--- config.mk ---
export PLATFORM = sky130hd
export DESIGN_NAME = float_divider_bf16
export DESIGN_NICKNAME = d
export VERILOG_FILES = /design/src/rtl/float_divider_bf16.sv
export SDC_FILE = /design/constraint.sdc
export NUM_CORES = 1
export LEC_CHECK = 0
export CAP_MARGIN = 20
export CORE_ASPECT_RATIO = 0.8
export CORE_UTILIZATION = 25
export CTS_BUF_LIST = sky130_fd_sc_hd__clkbuf_4 sky130_fd_sc_hd__clkbuf_8
export CTS_CLUSTER_SIZE = 28
export DETAILED_ROUTE_END_ITERATION = 6
export REMOVE_ABC_BUFFERS = 1
export SLEW_MARGIN = 15
export SYNTH_ARGS = -nofsm -noshare
export SYNTH_HDL_FRONTEND = slang
export SYNTH_SLANG_ARGS = --single-unit
--- constraint.sdc ---
create_clock -name clock -period 3.2 [get_ports clock]
set_input_delay 0.64 -clock clock [delete_from_list [all_inputs] [get_ports clock]]
set_output_delay 0.64 -clock clock [all_outputs]
set_load 0.05 [all_outputs]
--- src/rtl/float_divider_bf16.sv ---
// rtl/float_divider_bf16.sv - sequential bfloat16 divider (restoring mantissa division, RNE rounding)
module float_divider_bf16 #(
    parameter int BIAS  = 127,
    parameter int QBITS = 11
) (
    input  logic        clock,
    input  logic        reset,
    input  logic        start,
    input  logic [15:0] a,
    input  logic [15:0] b,
    output logic        busy,
    output logic [15:0] y,
    output logic        is_output_valid,
    output logic        div_by_zero
);
    typedef enum logic [1:0] {IDLE, DIV, NORM, ROUND} state_t;

    state_t state, state_next;

    logic              sign;
    logic signed [9:0] exp_t;
    logic        [9:0] rem;
    logic        [8:0] div;
    logic  [QBITS-1:0] q;
    logic        [3:0] cnt;
    logic        [6:0] man;
    logic              g;
    logic              s;

    logic a_nan, a_inf, a_zero, b_nan, b_inf, b_zero, special, res_sign;
    logic [15:0] spec_y;
    logic        spec_dz;

    assign a_nan    = (&a[14:7]) & (|a[6:0]);
    assign a_inf    = (&a[14:7]) & ~(|a[6:0]);
    assign a_zero   = ~(|a[14:7]);
    assign b_nan    = (&b[14:7]) & (|b[6:0]);
    assign b_inf    = (&b[14:7]) & ~(|b[6:0]);
    assign b_zero   = ~(|b[14:7]);
    assign special  = (&a[14:7]) | (&b[14:7]) | a_zero | b_zero;
    assign res_sign = a[15] ^ b[15];

    always_comb begin
        spec_y  = {res_sign, 15'h0};
        spec_dz = 1'b0;
        if (a_nan | b_nan | (a_zero & b_zero) | (a_inf & b_inf)) begin
            spec_y = 16'h7FC0;
        end else if (b_zero) begin
            spec_y  = {res_sign, 8'hFF, 7'h0};
            spec_dz = ~a_inf;
        end else if (a_inf) begin
            spec_y = {res_sign, 8'hFF, 7'h0};
        end
    end

    // One restoring-division step; rem stays below 2*div so 10 bits suffice.
    logic       ge;
    logic [9:0] rem_next;
    assign ge       = rem >= {1'b0, div};
    assign rem_next = ge ? ((rem - {1'b0, div}) << 1) : (rem << 1);

    logic              round_up, carry;
    logic        [6:0] man_r;
    logic signed [9:0] exp_r;
    assign round_up      = g & (s | man[0]);
    assign {carry, man_r} = {1'b0, man} + {7'h0, round_up};
    assign exp_r         = exp_t + $signed({9'h0, carry});

    assign busy = (state != IDLE);

    always_ff @(posedge clock or posedge reset) begin
        if (reset) state <= IDLE;
        else       state <= state_next;
    end

    always_comb begin
        state_next = state;
        case (state)
            IDLE:    if (start && !special) state_next = DIV;
            DIV:     if (cnt == 4'(QBITS - 1)) state_next = NORM;
            NORM:    state_next = ROUND;
            ROUND:   state_next = IDLE;
            default: state_next = IDLE;
        endcase
    end

    always_ff @(posedge clock or posedge reset) begin
        if (reset) begin
            y               <= 16'h0;
            is_output_valid <= 1'b0;
            div_by_zero     <= 1'b0;
            sign            <= 1'b0;
            exp_t           <= 10'sd0;
            rem             <= 10'h0;
            div             <= 9'h0;
            q               <= '0;
            cnt             <= 4'h0;
            man             <= 7'h0;
            g               <= 1'b0;
            s               <= 1'b0;
        end else begin
            is_output_valid <= 1'b0;
            case (state)
                IDLE: if (start) begin
                    if (special) begin
                        y               <= spec_y;
                        div_by_zero     <= spec_dz;
                        is_output_valid <= 1'b1;
                    end else begin
                        sign  <= res_sign;
                        exp_t <= {2'b0, a[14:7]} - {2'b0, b[14:7]} + 10'(BIAS);
                        rem   <= {2'b01, a[6:0]};
                        div   <= {2'b01, b[6:0]};
                        cnt   <= 4'h0;
                    end
                end
                DIV: begin
                    rem <= rem_next;
                    q   <= {q[QBITS-2:0], ge};
                    cnt <= cnt + 4'h1;
                end
                NORM: begin
                    // Quotient ratio is in (0.5,2): either the integer bit is set or the next one is.
                    if (q[10]) begin
                        man <= q[9:3];
                        g   <= q[2];
                        s   <= (|q[1:0]) | (|rem);
                    end else begin
                        exp_t <= exp_t - 10'sd1;
                        man   <= q[8:2];
                        g     <= q[1];
                        s     <= q[0] | (|rem);
                    end
                end
                ROUND: begin
                    if (exp_r >= 10'sd255)   y <= {sign, 8'hFF, 7'h0};
                    else if (exp_r <= 10'sd0) y <= {sign, 15'h0};
                    else                     y <= {sign, exp_r[7:0], man_r};
                    div_by_zero     <= 1'b0;
                    is_output_valid <= 1'b1;
                end
                default: ;
            endcase
        end
    end
endmodule

==> tab_implementation.tex <==
\begin{tabular}{lr}
\hline
Metric & Value \\
\hline
\multicolumn{2}{l}{\textbf{Status}} \\
\quad Run status & finished, final reports clean \\
\multicolumn{2}{l}{\textbf{Cells and area}} \\
\quad Final standard cell area without fillers & 0.00631 mm\^{}2 \\
\quad Number of standard cells in the layout, taps in and fillers out & 903 \\
\quad Number of nets at the end of the flow & 700 \\
\quad Ant. Diodes & 0 \\
\quad Layout overhead on the synthesized area & 25.2\% \\
\quad Fraction of final layout cells with drive strength greater than 1 & 15.2\% \\
\multicolumn{2}{l}{\textbf{Yosys}} \\
\quad Count of different cell masters after synthesis & 71 \\
\quad Proportion of netlist area held by the largest area contributor & 36.3\% \\
\quad Async S/R FF share, synth & 100\% \\
\quad Most common flop cell mapped by yosys & sky130\_fd\_sc\_hd\_\_dfrtp\_1 \\
\quad Parity-gate share of the synthesized area counting xor and xnor cells & 5.19\% \\
\quad Post-synthesis mux area share & 6.63\% \\
\quad Area of the mapped netlist & 0.00504 mm\^{}2 \\
\quad Number of flops mapped to enable cells by yosys & 0 \\
\quad Most area-hungry cell type in the Yosys netlist & sky130\_fd\_sc\_hd\_\_dfrtp\_1 \\
\quad Largest cells by area after synthesis & sky130\_fd\_sc\_hd\_\_dfrtp\_1, sky130\_fd\_sc\_hd\_\_ha\_1, sky130\_fd\_sc\_hd\_\_a21oi\_1 \\
\quad Number of flip-flops and latches in the synthesized netlist & 73 \\
\quad Basic-gate share of the synthesized area counting and, or, nand and nor cells & 18.6\% \\
\quad Main combinational cell family by area after synthesis & compound AO/OA/AOI/OAI gates \\
\quad Yosys synthesis warning count & 0 \\
\quad Post-synthesis compound-gate area fraction & 20.5\% \\
\quad Number of instances in the synthesized netlist & 561 \\
\quad Share of synthesized area occupied by flip-flops and latches & 36.3\% \\
\quad Arithmetic-cell share of the synthesized area counting full adders, half adders and majority gates & 8.00\% \\
\quad Average instance area after synthesis & 8.98 um\^{}2 \\
\multicolumn{2}{l}{\textbf{Timing}} \\
\quad Final hold vios & 0 \\
\quad Time the final worst path needs with I/O delays and setup & 3010 ps \\
\quad Clock skew & 11.4 ps \\
\quad Maximum operating frequency & 0.332 GHz \\
\quad Post-route fraction of the period consumed by the critical path & 94.2\% \\
\quad Number of pins with negative max-slew slack in the final report & 0 \\
\quad Final count of negative-setup-slack endpoints & 0 \\
\quad Actual transition at the worst max-transition pin & 865 ps \\
\quad RSZ-0062 raised after global routing & false \\
\quad Worst slew margin relative to its limit & 42.3\% \\
\multicolumn{2}{l}{\textbf{Pwr}} \\
\quad Maximum ir drop on the vdd rail & 0.420 mV \\
\quad Total power draw & 6580 uW \\
\quad Clock power frac & 12.5\% \\
\quad Portion of total power attributed to combinational logic & 59.3\% \\
\quad Static Leak & 0.00265 uW \\
\quad Internal cell power & 3520 uW \\
\quad Power per Cell Area & 1040 mW/mm\^{}2 \\
\quad Share of power burned in registers & 28.2\% \\
\quad Net switching share of the total power & 46.5\% \\
\quad Power spent charging and discharging nets & 3060 uW \\
\multicolumn{2}{l}{\textbf{Critical path}} \\
\quad Number of cells on the worst reg-to-reg path & 14 \\
\quad Data arrival, critical path & 3260 ps \\
\quad WP data required & 3450 ps \\
\quad Critical-path maximum fanout & 6 \\
\quad Slowest cell on the critical path & sky130\_fd\_sc\_hd\_\_dfrtp\_1 \\
\quad RR Endpoint & y[1] \\
\quad CP delay by family, top & simple AND/OR/NAND/NOR gates \\
\quad CP Depth & 14 \\
\quad Startpoint Class & flop \\
\quad Worst R2R Start & s \\
\quad Cell breakdown of the critical path & o21a\_1, ha\_1, nand3\_2, nor2\_2, and3\_1, ha\_1, ha\_1, and3\_4, and3\_1, o31ai\_1, a21o\_1, nand2\_1, and2\_2, a32o\_1 \\
\quad Endpoint kind of the worst setup timing path & flop \\
\quad Delay of the slowest cell on the worst path & 400 ps \\
\quad Crit-path most repeated cell & sky130\_fd\_sc\_hd\_\_ha\_1 \\
\quad Worst setup path class & flop to flop \\
\quad Worst Path Buf+Inv & 0 \\
\quad Worst reg2reg setup slack & 190 ps \\
\multicolumn{2}{l}{\textbf{Floorplanning}} \\
\quad Row Count & 46 \\
\quad Ports placed on the boundary & 54 \\
\quad Die outline width & 161 um \\
\quad Height of the die & 129 um \\
\quad Floorplan die area & 0.0207 mm\^{}2 \\
\quad Core area & 0.0198 mm\^{}2 \\
\quad Starting density of the core & 25.4\% \\
\multicolumn{2}{l}{\textbf{Route}} \\
\quad Starting DRT DRC Count & 304 \\
\quad Routed WL per cell & 14.0 um \\
\quad Pre-antenna DRT Iters & 5 \\
\quad DR vias/cell & 4.84 \\
\quad WL final & 12.6 mm \\
\quad Detailed-route via count & 4374 \\
\quad DRC & 0 \\
\quad Final ANT Viol Nets & 0 \\
\multicolumn{2}{l}{\textbf{Global route}} \\
\quad Aggregate global-route resource usage & 12.9\% \\
\quad GR Overflow Total & 0 \\
\quad Number of global-route vias before repair & 4091 \\
\quad First-pass GRT wire length & 21.2 mm \\
\quad Antenna violations before repair & 0 \\
\quad Pin count of the biggest net entering global routing & 74 \\
\multicolumn{2}{l}{\textbf{Clock tree}} \\
\quad Clock network latency to the later pin of the worst-skew pair & 360 ps \\
\quad Register clock-pin slew on the reported worst setup and hold paths & 80 ps \\
\quad CTS HTree Levels & 3 \\
\quad Clock buffer count from CTS & 9 \\
\quad TritonCTS clock tree & done \\
\quad Clock Sink Count & 73 \\
\quad Number of buffers inserted to repair setup after CTS & 0 \\
\quad Root buffer cell & sky130\_fd\_sc\_hd\_\_clkbuf\_8 \\
\quad Buffer levels on the longest clock path & 2 \\
\multicolumn{2}{l}{\textbf{Placement}} \\
\quad Post-placement cell area & 0.00606 mm\^{}2 \\
\quad Detailed Place HPWL & 9.37 mm \\
\quad Routability congestion estimate & 0.845 \\
\quad Port-buffer cells & 53 \\
\quad Number of placed instances, taps included & 887 \\
\multicolumn{2}{l}{\textbf{Min path}} \\
\quad Number of cells traversed by the worst hold path & 2 \\
\quad Worst min-delay path startpoint & div[7] \\
\quad Worst hold path class & flop to flop \\
\quad Hold-critical path endpoint & div[7] \\
\multicolumn{2}{l}{\textbf{Run}} \\
\quad \# Max-Cap Violations & 0 \\
\hline
\end{tabular}
how the worst max path moves through the flow:
stage	slack [ps]	to	start
after global routing	8	y[1]	man[0]
after floorplan	300	y[0]	man[0]
after CTS	90	y[1]	man[0]
after detailed placement	-50	exp_t[8]	b[7]
final	190	y[1]	s
after global placement	-40	exp_t[8]	b[7]
layer usage:
metal  up-vias  global-route usage [%]  wire [um]
li1       2177                       -          -
met1      2075                    19.3       6710
met2       104                    17.9       5130
met3        18                    3.06        556
met4         0                    3.94        223
met5         -                       0          0
tightest hold or removal path, cell delays in order (launching register included):
cell	delay (ps)
sky130_fd_sc_hd__dfrtp_1	320
sky130_fd_sc_hd__inv_1	50
sky130_fd_sc_hd__nand2_1	50
repair_timing:
action / 4_1_cts / 5_1_grt
hold buffers: 0 / 0
endpoints found under the setup margin: 0 / 14
resized for setup: 0 / 6
power by group through the flow:
stage / combinational [uW] / sequential [uW] / clock (uW)
6_report: 3900 / 1850 / 825
5_1_grt: 4330 / 1940 / 888
4_1_cts: 3870 / 1850 / 848
3_5_place_dp: 3840 / 1860 / 0
3_3_place_gp: 3840 / 1860 / 0
2_1_floorplan: 2480 / 2060 / 0
layout by cell type, fill, tap and decap left out, drive strengths merged, types with 3 or more instances in the layout:
cell,synthesis,layout
nor3,23,23
nor2,55,55
nor2b,4,4
ha,29,29
o21ai,20,20
a21o,7,7
o22ai,9,9
xor2,8,8
o21bai,5,5
and3,8,8
nor4,13,13
clkbuf,12,10
o31ai,4,4
a31oi,10,10
a21oi,58,58
mux2,19,19
inv,33,34
clkdlybuf4s50,0,53
mux2i,12,12
dfrtp,73,73
nand2,40,40
and2,5,5
o2bb2ai,3,3
a22o,5,5
nand2b,5,5
a32o,3,3
o21a,7,7
xnor2,21,21
buf,14,35
nand3,13,13
a2bb2oi,3,3
nand4,7,7
clkinv,1,3
cells by family (layout without fill, tap and decap cells):
family                     after synthesis  count (layout)
and+or+nand+nor                        185             185
AOI/OAI and AO/OA                      152             152
DFF                                     73              73
buffers and inverters                   60             138
adders and majority gates               31              31
muxes                                   31              31
xor gates and xnor gates                29              29
through the flow:
| stage | TNS, ps | hold slack (ps) | setup slack (ps) | utilization (%) |
|---|---|---|---|---|
| finish | 0 | 456 | 186 | 31.9 |
| global route | 0 | 494 | 8.41 | 31.9 |
| CTS | 0 | 468 | 92.0 | 31.7 |
| detailed placement | -70.0 | 435 | -46.0 | 30.6 |
| global placement | -42.3 | 435 | -36.9 | 30.6 |
| floorplan | 0 | 418 | 303 | - |
final cells by class:
type                    instances  area [um^2]
clock buffers                  10          131
inverters                      34          128
flip-flops and latches         73         1830
clock inverters                 6         90.1
repair buffers                 88          806
fillers                      2035        13500
multi-input cells             428         3000
well taps                     264          330
flip-flops by register name (all words and copies together) (netlist names), 2 cells and up:
signal	count
cnt	4
div	8
exp_t	10
man	7
q	11
rem	10
state	2
y	16
cells in the mapped netlist (5+ instances only):
master                     number
sky130_fd_sc_hd__mux2i_1       12
sky130_fd_sc_hd__a21oi_1       56
sky130_fd_sc_hd__nor2_1        54
sky130_fd_sc_hd__nand4_1        6
sky130_fd_sc_hd__dfrtp_1       73
sky130_fd_sc_hd__nand2b_1       5
sky130_fd_sc_hd__a22o_1         5
sky130_fd_sc_hd__mux2_2        19
sky130_fd_sc_hd__o21ai_0       15
sky130_fd_sc_hd__clkbuf_1      11
sky130_fd_sc_hd__ha_1          29
sky130_fd_sc_hd__a21o_1         7
sky130_fd_sc_hd__o22ai_1        9
sky130_fd_sc_hd__xnor2_1       20
sky130_fd_sc_hd__nand2_1       40
sky130_fd_sc_hd__and3_1         7
sky130_fd_sc_hd__nor3_1        23
sky130_fd_sc_hd__buf_2          9
sky130_fd_sc_hd__a31oi_1        8
sky130_fd_sc_hd__o21a_1         7
sky130_fd_sc_hd__nand3_1       13
sky130_fd_sc_hd__and2_1         5
sky130_fd_sc_hd__inv_1         33
sky130_fd_sc_hd__nor4_1        13
sky130_fd_sc_hd__xor2_1         8
Power figures use the tool's default switching activity.
